## config.mk

```make
export PLATFORM = sky130hd
export DESIGN_NAME = st7735_spi_decoder
export DESIGN_NICKNAME = d
export VERILOG_FILES = /design/src/rtl/st7735_spi_decoder.sv
export SDC_FILE = /design/constraint.sdc
export NUM_CORES = 1
export LEC_CHECK = 0
export ABC_AREA = 1
export CAP_MARGIN = 10
export CORE_MARGIN = 4
export CORE_UTILIZATION = 31
export DETAILED_ROUTE_END_ITERATION = 7
export GPL_TIMING_DRIVEN = 0
export PLACE_DENSITY = 0.49
export SYNTH_ARGS = -nofsm -noshare
export SYNTH_HDL_FRONTEND = slang
export SYNTH_SLANG_ARGS = --single-unit
```

## constraint.sdc

```tcl
create_clock -name SYSTEM_CLK -period 2 [get_ports SYSTEM_CLK]
set_input_delay 0.5 -clock SYSTEM_CLK [delete_from_list [all_inputs] [get_ports SYSTEM_CLK]]
set_output_delay 0.5 -clock SYSTEM_CLK [all_outputs]
set_load 0.05 [all_outputs]
```

## src/rtl/st7735_spi_decoder.sv

```systemverilog
// ST7735 receive-side model: synchronised 4-wire SPI slave, byte deserialiser and
// command parser that turns RAMWR data into addressed RGB565 pixel writes.
//
// state   | meaning
// P_IDLE  | no command in progress; data bytes ignored
// P_CASET | collecting 4 column-window argument bytes
// P_RASET | collecting 4 row-window argument bytes
// P_RAMWR | pairing data bytes into pixels, advancing the cursor
// P_SKIP  | unsupported command; its arguments are ignored
module st7735_spi_decoder #(
  parameter int WIDTH       = 160,
  parameter int HEIGHT      = 80,
  parameter int X_OFFSET    = 1,
  parameter int Y_OFFSET    = 26,
  parameter int SYNC_STAGES = 2
) (
  input  logic        SYSTEM_CLK,
  input  logic        SYSTEM_RST,
  input  logic        LCD_CLK,
  input  logic        CS,
  input  logic        MOSI,
  input  logic        DC,
  output logic        byte_valid,
  output logic [7:0]  byte_data,
  output logic        byte_is_cmd,
  output logic        pix_valid,
  output logic [15:0] pix_x,
  output logic [15:0] pix_y,
  output logic [15:0] pix_color,
  output logic        pix_in_view,
  output logic        frame_done,
  output logic        sleep_out,
  output logic        display_on,
  output logic        inverted
);

  localparam logic [15:0] X_LO = 16'(X_OFFSET);
  localparam logic [15:0] X_HI = 16'(X_OFFSET + WIDTH - 1);
  localparam logic [15:0] Y_LO = 16'(Y_OFFSET);
  localparam logic [15:0] Y_HI = 16'(Y_OFFSET + HEIGHT - 1);

  typedef enum logic [2:0] {P_IDLE, P_CASET, P_RASET, P_RAMWR, P_SKIP} pstate_t;

  logic [SYNC_STAGES-1:0] clk_sync, cs_sync, mosi_sync, dc_sync;
  logic                   clk_s, cs_s, mosi_s, dc_s;
  logic                   clk_prev;
  logic                   clk_rise;
  logic [2:0]             bit_cnt;
  logic [6:0]             sr;

  assign clk_s    = clk_sync[SYNC_STAGES-1];
  assign cs_s     = cs_sync[SYNC_STAGES-1];
  assign mosi_s   = mosi_sync[SYNC_STAGES-1];
  assign dc_s     = dc_sync[SYNC_STAGES-1];
  assign clk_rise = ~clk_prev & clk_s;

  // CS syncs reset to the deselected level so no phantom edge is counted after reset
  always_ff @(posedge SYSTEM_CLK) begin
    if (SYSTEM_RST) begin
      clk_sync    <= '0;
      cs_sync     <= '1;
      mosi_sync   <= '0;
      dc_sync     <= '0;
      clk_prev    <= 1'b0;
      bit_cnt     <= 3'd0;
      sr          <= 7'd0;
      byte_valid  <= 1'b0;
      byte_data   <= 8'd0;
      byte_is_cmd <= 1'b0;
    end else begin
      clk_sync   <= {clk_sync[SYNC_STAGES-2:0], LCD_CLK};
      cs_sync    <= {cs_sync[SYNC_STAGES-2:0], CS};
      mosi_sync  <= {mosi_sync[SYNC_STAGES-2:0], MOSI};
      dc_sync    <= {dc_sync[SYNC_STAGES-2:0], DC};
      clk_prev   <= clk_s;
      byte_valid <= 1'b0;
      if (cs_s) begin
        bit_cnt <= 3'd0;
      end else if (clk_rise) begin
        sr      <= {sr[5:0], mosi_s};
        bit_cnt <= bit_cnt + 3'd1;
        if (bit_cnt == 3'd7) begin
          byte_valid  <= 1'b1;
          byte_data   <= {sr, mosi_s};
          byte_is_cmd <= ~dc_s;
        end
      end
    end
  end

  pstate_t     state, state_nxt;
  logic [1:0]  arg_idx, arg_idx_nxt;
  logic [23:0] arg_buf, arg_buf_nxt;
  logic [15:0] xs, xe, ys, ye, xs_nxt, xe_nxt, ys_nxt, ye_nxt;
  logic [15:0] cur_x, cur_y, cur_x_nxt, cur_y_nxt;
  logic [7:0]  msb, msb_nxt;
  logic        msb_pend, msb_pend_nxt;
  logic        pix_valid_nxt, pix_in_view_nxt, frame_done_nxt;
  logic [15:0] pix_x_nxt, pix_y_nxt, pix_color_nxt;
  logic        sleep_nxt, disp_nxt, inv_nxt;
  logic        cur_in_view;

  assign cur_in_view = (cur_x >= X_LO) && (cur_x <= X_HI) && (cur_y >= Y_LO) && (cur_y <= Y_HI);

  always_ff @(posedge SYSTEM_CLK) begin
    if (SYSTEM_RST) begin
      state       <= P_IDLE;
      arg_idx     <= 2'd0;
      arg_buf     <= 24'd0;
      xs          <= 16'd0;
      xe          <= X_HI;
      ys          <= 16'd0;
      ye          <= Y_HI;
      cur_x       <= 16'd0;
      cur_y       <= 16'd0;
      msb         <= 8'd0;
      msb_pend    <= 1'b0;
      pix_valid   <= 1'b0;
      pix_x       <= 16'd0;
      pix_y       <= 16'd0;
      pix_color   <= 16'd0;
      pix_in_view <= 1'b0;
      frame_done  <= 1'b0;
      sleep_out   <= 1'b0;
      display_on  <= 1'b0;
      inverted    <= 1'b0;
    end else begin
      state       <= state_nxt;
      arg_idx     <= arg_idx_nxt;
      arg_buf     <= arg_buf_nxt;
      xs          <= xs_nxt;
      xe          <= xe_nxt;
      ys          <= ys_nxt;
      ye          <= ye_nxt;
      cur_x       <= cur_x_nxt;
      cur_y       <= cur_y_nxt;
      msb         <= msb_nxt;
      msb_pend    <= msb_pend_nxt;
      pix_valid   <= pix_valid_nxt;
      pix_x       <= pix_x_nxt;
      pix_y       <= pix_y_nxt;
      pix_color   <= pix_color_nxt;
      pix_in_view <= pix_in_view_nxt;
      frame_done  <= frame_done_nxt;
      sleep_out   <= sleep_nxt;
      display_on  <= disp_nxt;
      inverted    <= inv_nxt;
    end
  end

  always_comb begin
    state_nxt       = state;
    arg_idx_nxt     = arg_idx;
    arg_buf_nxt     = arg_buf;
    xs_nxt          = xs;
    xe_nxt          = xe;
    ys_nxt          = ys;
    ye_nxt          = ye;
    cur_x_nxt       = cur_x;
    cur_y_nxt       = cur_y;
    msb_nxt         = msb;
    msb_pend_nxt    = msb_pend;
    pix_valid_nxt   = 1'b0;
    pix_x_nxt       = pix_x;
    pix_y_nxt       = pix_y;
    pix_color_nxt   = pix_color;
    pix_in_view_nxt = pix_in_view;
    frame_done_nxt  = 1'b0;
    sleep_nxt       = sleep_out;
    disp_nxt        = display_on;
    inv_nxt         = inverted;

    if (byte_valid && byte_is_cmd) begin
      arg_idx_nxt = 2'd0;
      state_nxt   = P_SKIP;
      case (byte_data)
        8'h2A: state_nxt = P_CASET;
        8'h2B: state_nxt = P_RASET;
        8'h2C: begin
          state_nxt    = P_RAMWR;
          cur_x_nxt    = xs;
          cur_y_nxt    = ys;
          msb_pend_nxt = 1'b0;
        end
        8'h10: begin sleep_nxt = 1'b0; state_nxt = P_IDLE; end
        8'h11: begin sleep_nxt = 1'b1; state_nxt = P_IDLE; end
        8'h20: begin inv_nxt   = 1'b0; state_nxt = P_IDLE; end
        8'h21: begin inv_nxt   = 1'b1; state_nxt = P_IDLE; end
        8'h28: begin disp_nxt  = 1'b0; state_nxt = P_IDLE; end
        8'h29: begin disp_nxt  = 1'b1; state_nxt = P_IDLE; end
        default: ;
      endcase
    end else if (byte_valid) begin
      case (state)
        P_CASET, P_RASET: begin
          arg_idx_nxt = arg_idx + 2'd1;
          case (arg_idx)
            2'd0: arg_buf_nxt[23:16] = byte_data;
            2'd1: arg_buf_nxt[15:8]  = byte_data;
            2'd2: arg_buf_nxt[7:0]   = byte_data;
            default: begin
              // window only changes once all four arguments have arrived
              if (state == P_CASET) begin
                xs_nxt = arg_buf[23:8];
                xe_nxt = {arg_buf[7:0], byte_data};
              end else begin
                ys_nxt = arg_buf[23:8];
                ye_nxt = {arg_buf[7:0], byte_data};
              end
              state_nxt = P_IDLE;
            end
          endcase
        end
        P_RAMWR: begin
          if (!msb_pend) begin
            msb_nxt      = byte_data;
            msb_pend_nxt = 1'b1;
          end else begin
            pix_valid_nxt   = 1'b1;
            pix_x_nxt       = cur_x;
            pix_y_nxt       = cur_y;
            pix_color_nxt   = {msb, byte_data};
            pix_in_view_nxt = cur_in_view;
            msb_pend_nxt    = 1'b0;
            if (cur_x == xe) begin
              cur_x_nxt = xs;
              if (cur_y == ye) begin
                cur_y_nxt      = ys;
                frame_done_nxt = 1'b1;
              end else begin
                cur_y_nxt = cur_y + 16'd1;
              end
            end else begin
              cur_x_nxt = cur_x + 16'd1;
            end
          end
        end
        default: ;
      endcase
    end
  end

endmodule

```

==> results summary, run 1 <==
The clock-pin slew reported for the worst setup and hold paths after clock tree synthesis came out at approximately 0.06 ns. The final-layout worst hold slack is between 0.3 and 0.4 ns. The total overflow reported by the global router came out at 0.

The average instance in the mapped netlist occupies 7.32 um^2. The number of instances in the synthesized netlist came out at between 1000 and 1500. The number of hold violations in the final report was 0. In this run the worst hold path is classified as reg2reg.

The global router's overall resource usage is 18.0%. The proportion of netlist area held by the largest area contributor came out at a little under half. The placement-stage worst setup slack is -0.446 ns. Timing would allow up to approximately 0.51 GHz. The number of placed instances, taps included is roughly 1700. In this run the worst setup path begins at byte_data[2]. The buffers plus inverters on the worst setup path is 1. The count of hold-fix buffers inserted at cts came out at 0. The sum of negative setup slack came out at 0 ns. The via-per-instance ratio came out at about 4.8.

The number of setup violations in the final report came out at 0. After synthesis, the cell types taking the most area are dfxtp_1, o21ai_0, nand2_1, a21oi_1, nor2_1. The area taken by flip-flops and latches came out at around 0.0044 mm^2. The number of nets in the finished design is approximately 1400.

The detailed-route DRC error count came out at 0. The number of antenna repair diodes came out at 0. The run finished with clean final reports.

The weighted congestion reported at the end of routability-driven placement is 0.876. For this block, the via count after detailed routing is ~8700. The peak ir drop on the vdd network came out at 656 uV. The worst-margin pin slew came out at between 0.7 and 0.8 ns. The global-route track usage on met2 is ~28%. The largest stage delay on the critical path came out at roughly 0.54 ns.

The launch instance of the worst register-to-register path is byte_valid. The number of cells in the finished layout apart from fillers is approximately 1800. The total of buffers placed on input and output ports came out at 68. The clock skew after layout is between 0.02 and 0.025 ns.

The number of nets with antenna violations after detailed routing came out at 0. The maximum buffer depth of the clock tree is 3. Summing all multi-input logic gate instances after layout gives around 0.0044 mm^2. The max capacitance violation total came out at 0. The fraction of the cycle the final worst path needs came out at 97.4%.

The shortest clock period the worst path allows after layout came out at just under 2 ns. The HPWL after detailed placement is between 20 and 25 mm. CTS placed an instance of clkbuf_16 at the clock tree root. Counting flops with a built-in enable in the synthesized netlist gives 0. The maximum number of pins on one net before global-route repair is 14.

For the worst-skew pair, the clock arrives at the later sink with an insertion delay of between 0.5 and 0.6 ns. The number of max-slew violations in the final report is 0. The count of distinct cell types in the synthesized netlist came out at 44. The height of the die is about 180 um.

Summing all non-filler instances in the final layout gives an area of around 0.012 mm^2. The least setup slack across all paths after layout came out at slightly above 0.05 ns. The synthesized cell area came out at 0.00946 mm^2. The first-pass GRT wire length came out at ~48 mm. The die footprint is between 0.03 and 0.04 mm^2. The share of the Yosys chip area taken by registers is between 40% and 50%.

The core footprint is approximately 0.030 mm^2. In the synthesized netlist the async set-or-reset flop fraction comes to 0%. The critical path class is reg2out. The chip width came out at 183 um. For this run, global-route usage on met1 was measured as a little over a quarter. The leakage power figure came out at 0.00518 uW. For this run, the number of Yosys warnings is 0. Counting instances in the post-synthesis netlist gives the leading cell types as nand2_1, dfxtp_1, o21ai_0, nor2_1, a21oi_1. The number of DRC violations after detailed-routing iteration 0 came out at 567. Global routing consumed, on the met3 layer, around 2.3% of the routing resources. The share of cells above drive strength 1 is ~14%.

The slowest stage of the critical path is the dlygate4sd2_1 cell. The TritonCTS buffer count is 26. In this run the number of H-tree levels came out at 1.

The post-synthesis register bit count is ~220. The element type at the critical path start is a flip-flop. The via count of the first global-routing pass is about 8400. The wire length per cell is between 15 and 20 um. STA classifies the critical path endpoint as a primary output. The synthesized net count came out at 1310.

The clock sink total is about 220. Fill cells in the final layout number around 3100. The peak fanout along the critical path is 3. Relative to the synthesized area, the layout overhead comes to 23.7%.

The routed design has just over 30 mm of wire. The critical path goes through dlygate4sd2_1. The total iterations of the first detailed-routing run came out at 5.

The post-placement cell area came out at 0.0106 mm^2. The site row count came out at 63. The cell with the most instances after synthesis is nand2_1. Measured against its own limit, the worst slew margin works out to between 50% and 60%. TritonCTS built the clock tree. In this run the most critical hold path is launched from dc_sync[1]. The cell type with the largest total area after synthesis is dfxtp_1. Dividing total power by cell area gives a power density of between 700 and 800 mW/mm^2.

STA puts the critical path data arrival time at roughly 1.5 ns. The worst endpoint required time is about 1.5 ns. The initial antenna violation count came to 0. The number of I/O pins came out at 70.

Among cell families on the critical path, the largest total delay comes from buffers and inverters. After global routing, the most crowded layer is met2. For this run, the leading register cell type out of synthesis is dfxtp_1. The initial utilization of the core area, before any placement, comes to a little under a third.
-- cell usage in the layout (no fill, tap or decap), types with 13 or more instances in the layout --
master | netlist | routed
a21oi_1 | 137 | 136
buf_4 | 2 | 17
clkbuf_1 | 40 | 33
clkbuf_16 | 0 | 26
clkbuf_2 | 1 | 15
dfxtp_1 | 217 | 200
dfxtp_2 | 0 | 16
dlygate4sd2_1 | 0 | 55
ha_1 | 13 | 13
inv_1 | 105 | 104
inv_2 | 26 | 22
nand2_1 | 222 | 222
nand2_2 | 19 | 16
nand3_1 | 54 | 54
nor2_1 | 160 | 156
nor2_2 | 14 | 15
o21ai_0 | 168 | 166
xor2_1 | 24 | 24
-- through the flow --
stage	util, %	total power (uW)
floorplan	-	4510
finish	39.1	9230
global route	39.1	9520
detailed placement	35.6	4580
global placement	35.6	4580
CTS	38.5	9340
-- cell type report --
type,instances,area share [%]
flip-flops and latches,217,37.4
inverters,132,4.42
plain buffers,65,2.82
well taps,390,4.17
multi-input cells,877,37.4
clock inverters,10,0.974
clock buffers,38,6.46
repair buffers,82,6.38
-- final timing paths --
kind | end | cells past startpoint | slack (ns)
worst max-delay path | byte_data[2] | 1 | 0.05
worst min-delay path | byte_is_cmd | 1 | 0.39
worst max register to register | pix_in_view | 9 | 0.14
worst min register to register | byte_is_cmd | 1 | 0.39
-- flip-flops by register name, indices dropped and copies added, names as in the netlist, 3 cells and up --
| register | count |
|---|---|
| cur_x | 16 |
| ys | 16 |
| xs | 16 |
| ye | 16 |
| sr | 7 |
| bit_cnt | 3 |
| byte_data | 8 |
| cur_y | 16 |
| arg_buf | 24 |
| xe | 16 |
| pix_x | 16 |
| pix_y | 16 |
| pix_color | 16 |
| msb | 8 |
| state | 3 |
-- per-layer routing --
metal / vias to the layer above / routed length [um]
li1: 4422 / -
met1: 4009 / 14700
met2: 217 / 13400
met3: 42 / 1520
met4: 0 / 750
met5: - / 0
-- power by group --
part,internal (uW),switching (uW)
Clock,2870,1880
Sequential,4330,2.94
Combinational,36.2,112
Total,7240,1990
-- kinds of logic (layout without fill, tap and decap cells) --
group | after synthesis | after routing | share of synthesized area, %
xor gates and xnor gates | 25 | 25 | 2.32
buffers and inverters | 197 | 327 | 8.43
and+or+nand+nor | 506 | 506 | 23.2
adders and majority gates | 13 | 13 | 1.72
AOI/OAI and AO/OA | 333 | 333 | 18.4
DFF | 217 | 217 | 45.9
-- repair_timing --
action                                  in CTS  in global routing
gates resized for setup                    100                 52
setup buffers                                3                 11
endpoints found under the setup margin     140                121
pin swaps                                    1                  4
No activity file was read; power rests on OpenSTA's default activity.
==> inputs of run 2 (changes only) <==
==> constraint.sdc (replaced) <==
create_clock -name SYSTEM_CLK -period 2 [get_ports SYSTEM_CLK]
set_input_delay 0.2 -clock SYSTEM_CLK [delete_from_list [all_inputs] [get_ports SYSTEM_CLK]]
set_output_delay 0.2 -clock SYSTEM_CLK [all_outputs]
set_load 0.05 [all_outputs]
==> run 2 against run 1 <==
Compared with the run above:
- fmax grew 0.96%
- global-route usage is essentially flat
- wire length grew 0.45%
- combinational power is essentially flat
- critical path depth is the same
- clock power is essentially flat
- worst setup slack gained 0.019 ns
- utilization grew 0.26 points
- highest routed layer unchanged
==> results summary, run 2 (synthesis gave the netlist of run 1 again) <==
The flow ran to the end, and the final reports show no timing, DRC or antenna violations. The filler cell count came to 3129 (-0.48%). The post-detailed-routing wire length is 30.5 mm (+0.45%).

The starting density of the core came out at 31.7% (unchanged). The via-per-instance ratio is 4.82 (+0.42%). The chip width is 183 um (unchanged). The peak fanout along the critical path is 3 (unchanged). The worst relative slew slack came out at 50.5% (-0.52 points). The maximum buffer depth of the clock tree came out at 3 (unchanged).

The clock group share of total power is 51.4% (about the same). The weighted congestion reported at the end of routability-driven placement came out at 0.876 (unchanged). The number of max-slew violations in the final report was 0 (unchanged).

The signal on the critical path passes through clkdlybuf4s50_1. The buffers plus inverters on the worst setup path came out at 1 (unchanged). The detailed-route DRC error count is 0 (unchanged).

The site row count is 63 (unchanged). The startpoint identified for the worst hold timing path is MOSI. The clock-pin slew reported for the worst setup and hold paths after clock tree synthesis is 0.06 ns (about the same). The met3 layer wire length in the routed design is 1.39 mm (-8.5%). The total number of H-tree levels came out at 1 (unchanged).

The total of buffers placed on input and output ports was 68 (unchanged). TritonCTS built the clock tree. The internal power of the cells is 7240 uW (about the same).

In this run the clock root is driven by a clkbuf_16. The core footprint was 0.0299 mm^2 (unchanged). Counting flops per register, the top entry is arg_buf. The switching power summed over all nets is 1980 uW (-0.64%). The shortest clock period the worst path allows after layout came out at 1.93 ns (-0.0186 ns).

The number of antenna repair diodes was 0 (unchanged). The overall power of the completed layout came out at 9220 uW (-0.16%). The peak ir drop on the vdd network was 657 uV (+0.17%). The sum of negative setup slack is 0 ns (unchanged). The worst-margin pin slew is 0.743 ns (+0.00774 ns). Grouping stages by cell kind, the critical path spends the most delay in buffers and inverters. The number of DRC violations after detailed-routing iteration 0 came out at 509 (-10%). The worst hold path terminates at mosi_sync[0]. The insertion delay of the later-clocked pin in the worst-skew pair came out at 0.54 ns (about the same).

The total overflow reported by the global router came out at 0 (unchanged). The wire length per cell is 16.8 um (+0.28%). The upper clock frequency limit came out at 0.518 GHz (+0.96%). The global router's overall resource usage is 18.0% (+0.025 points). The initial antenna violation count was 0 (unchanged). The met1 wire length came out at 15.0 mm (+1.9%). The startpoint identified for the worst register-to-register timing path is byte_data[6]. The cell area power density came out at 783 mW/mm^2 (-0.81%). The depth of the worst hold-timing path is 3 (+2). The number of placed instances, taps included is 1749 (unchanged).

The critical path is of the reg2out type. The combinational share of power was 1.6% (about the same). The leakage power figure came to 0.00498 uW (-3.8%). The clock sink total came to 217 (unchanged). Setup repair after global routing could not meet its margin everywhere. The number of cells in the finished layout apart from fillers came out at 1814 (+0.17%).

The utilization of the core after routing is 39.4% (+0.26 points). The number of nets in the finished design was 1423 (+0.21%). The area growth from synthesis to layout came out at 24.5%. The TritonCTS buffer count came out at 26 (unchanged). The via count came out at 8741 (+0.59%). The length of routed met2 wiring is 13.3 mm (-0.15%). The worst reg-to-reg setup slack came out at 0.12 ns (-0.02 ns). The number of nets with antenna violations after detailed routing is 0 (unchanged).

The HPWL reported at the end of detailed placement is 22.3 mm (unchanged). Routed signal wires occupy layers up through met4. The endpoint identified for the worst register-to-register timing path is cur_x[13]. The switching part of the total power came out at 21.5% (-0.11 points). The top cell types in the final layout, fill and taps aside, are nand2_1, dfxtp_1, o21ai_0, nor2_1, a21oi_1. The max capacitance violation total is 0 (unchanged). The final-layout worst hold slack came out at 0.179 ns (-0.213 ns). The endpoint arrival time on the critical path is 1.73 ns (+0.28 ns). The worst setup path is captured at a primary output.

The number of flip-flops in the largest register came out at 24 (unchanged). The largest stage delay on the critical path came out at 0.82 ns (+0.28 ns). The number of I/O pins was 70 (unchanged). The total iterations of the first detailed-routing run came out at 5 (unchanged). The number of setup violations in the final report came out at 0 (unchanged).

The share of cells above drive strength 1 came out at 13.1% (-0.87 points). The register share of total power came out at 47.0% (about the same). The die footprint came out at 0.0334 mm^2 (unchanged).

The via count of the first global-routing pass came out at 8394 (+0.20%). The element type at the critical path start is a flip-flop. The clock skew after layout is 0.0247 ns (+0.000977 ns). The library cell used most frequently in the layout, excluding fill and tap cells, is nand2_1. The worst hold path class is in2reg. The first-pass GRT wire length is 47.8 mm (+0.14%). The worst endpoint required time came out at 1.80 ns (+0.30 ns).

The height of the die is 183 um (unchanged). The fraction of the cycle the final worst path needs came out at 96.5% (-0.93 points). The logic depth of the worst register-to-register path is 10 (+1). The slowest stage of the critical path belongs to the cell clkdlybuf4s50_1.

The number of hold violations in the final report came to 0 (unchanged). The maximum number of pins on one net before global-route repair is 14 (unchanged).
## run 2: worst reg2reg max path: stages (launching register included)
cell	delay (ns)
dfxtp_1	0.35
clkinv_4	0.15
nand4_2	0.16
inv_2	0.12
nand2_1	0.11
nand2_2	0.10
nand3b_4	0.13
nor2_4	0.25
buf_4	0.23
nand2_1	0.09
o22ai_2	0.09
## run 2: area by class of cell
cell class / instances / area (um^2) / area share [%]
multi-input combinational: 877 / 4380 / 37.2
sequential: 217 / 4370 / 37.1
timing repair buffer: 85 / 830 / 7.05
clock buffer: 38 / 756 / 6.42
inverter: 132 / 517 / 4.39
tap: 390 / 488 / 4.15
buffer: 65 / 327 / 2.77
clock inverter: 10 / 114 / 0.967
## run 2: worst max path at each step
| stage | endpoint | cells past startpoint | slack, ns | startpoint |
|---|---|---|---|---|
| finish | byte_data[2] | 1 | 0.07 | byte_data[2] |
| global route | cur_y[15] | 11 | -0.01 | cur_y[0] |
| CTS | cur_y[14] | 12 | 0.01 | byte_data[0] |
| detailed placement | pix_in_view | 8 | -0.39 | state[0] |
| global placement | pix_in_view | 8 | -0.45 | state[0] |
| floorplan | cur_y[6] | 9 | 0.05 | byte_valid |
## run 2: power groups by stage
stage / combinational (uW) / clock (uW) / sequential, uW
2_1_floorplan: 79.4 / 0 / 4430
3_3_place_gp: 146 / 0 / 4430
3_5_place_dp: 146 / 0 / 4430
4_1_cts: 148 / 4860 / 4340
5_1_grt: 163 / 5020 / 4330
6_report: 147 / 4740 / 4330
## run 2: what timing repair did
action                                  4_1_cts  5_1_grt
endpoints found under the setup margin       81      107
buffers inserted                              5       12
hold buffers                                  0        0
gates cloned                                  0        0
pin swaps                                     1        5
resized for setup                            28       42
## run 2: per-stage QoR
| stage | cell area, um^2 | worst slack, ns |
|---|---|---|
| final | 11800 | 0.0702 |
| after global routing | 11800 | -0.0118 |
| after CTS | 11600 | 0.0102 |
| after detailed placement | 10600 | -0.393 |
| after global placement | 10600 | -0.448 |
| after floorplan | 9460 | 0.0520 |
## run 2: layer usage
| layer | vias to the layer above | global-route usage [%] |
|---|---|---|
| li1 | 4430 | - |
| met1 | 4064 | 26.3 |
| met2 | 207 | 28.2 |
| met3 | 40 | 2.25 |
| met4 | 0 | 4.59 |
| met5 | - | 0 |
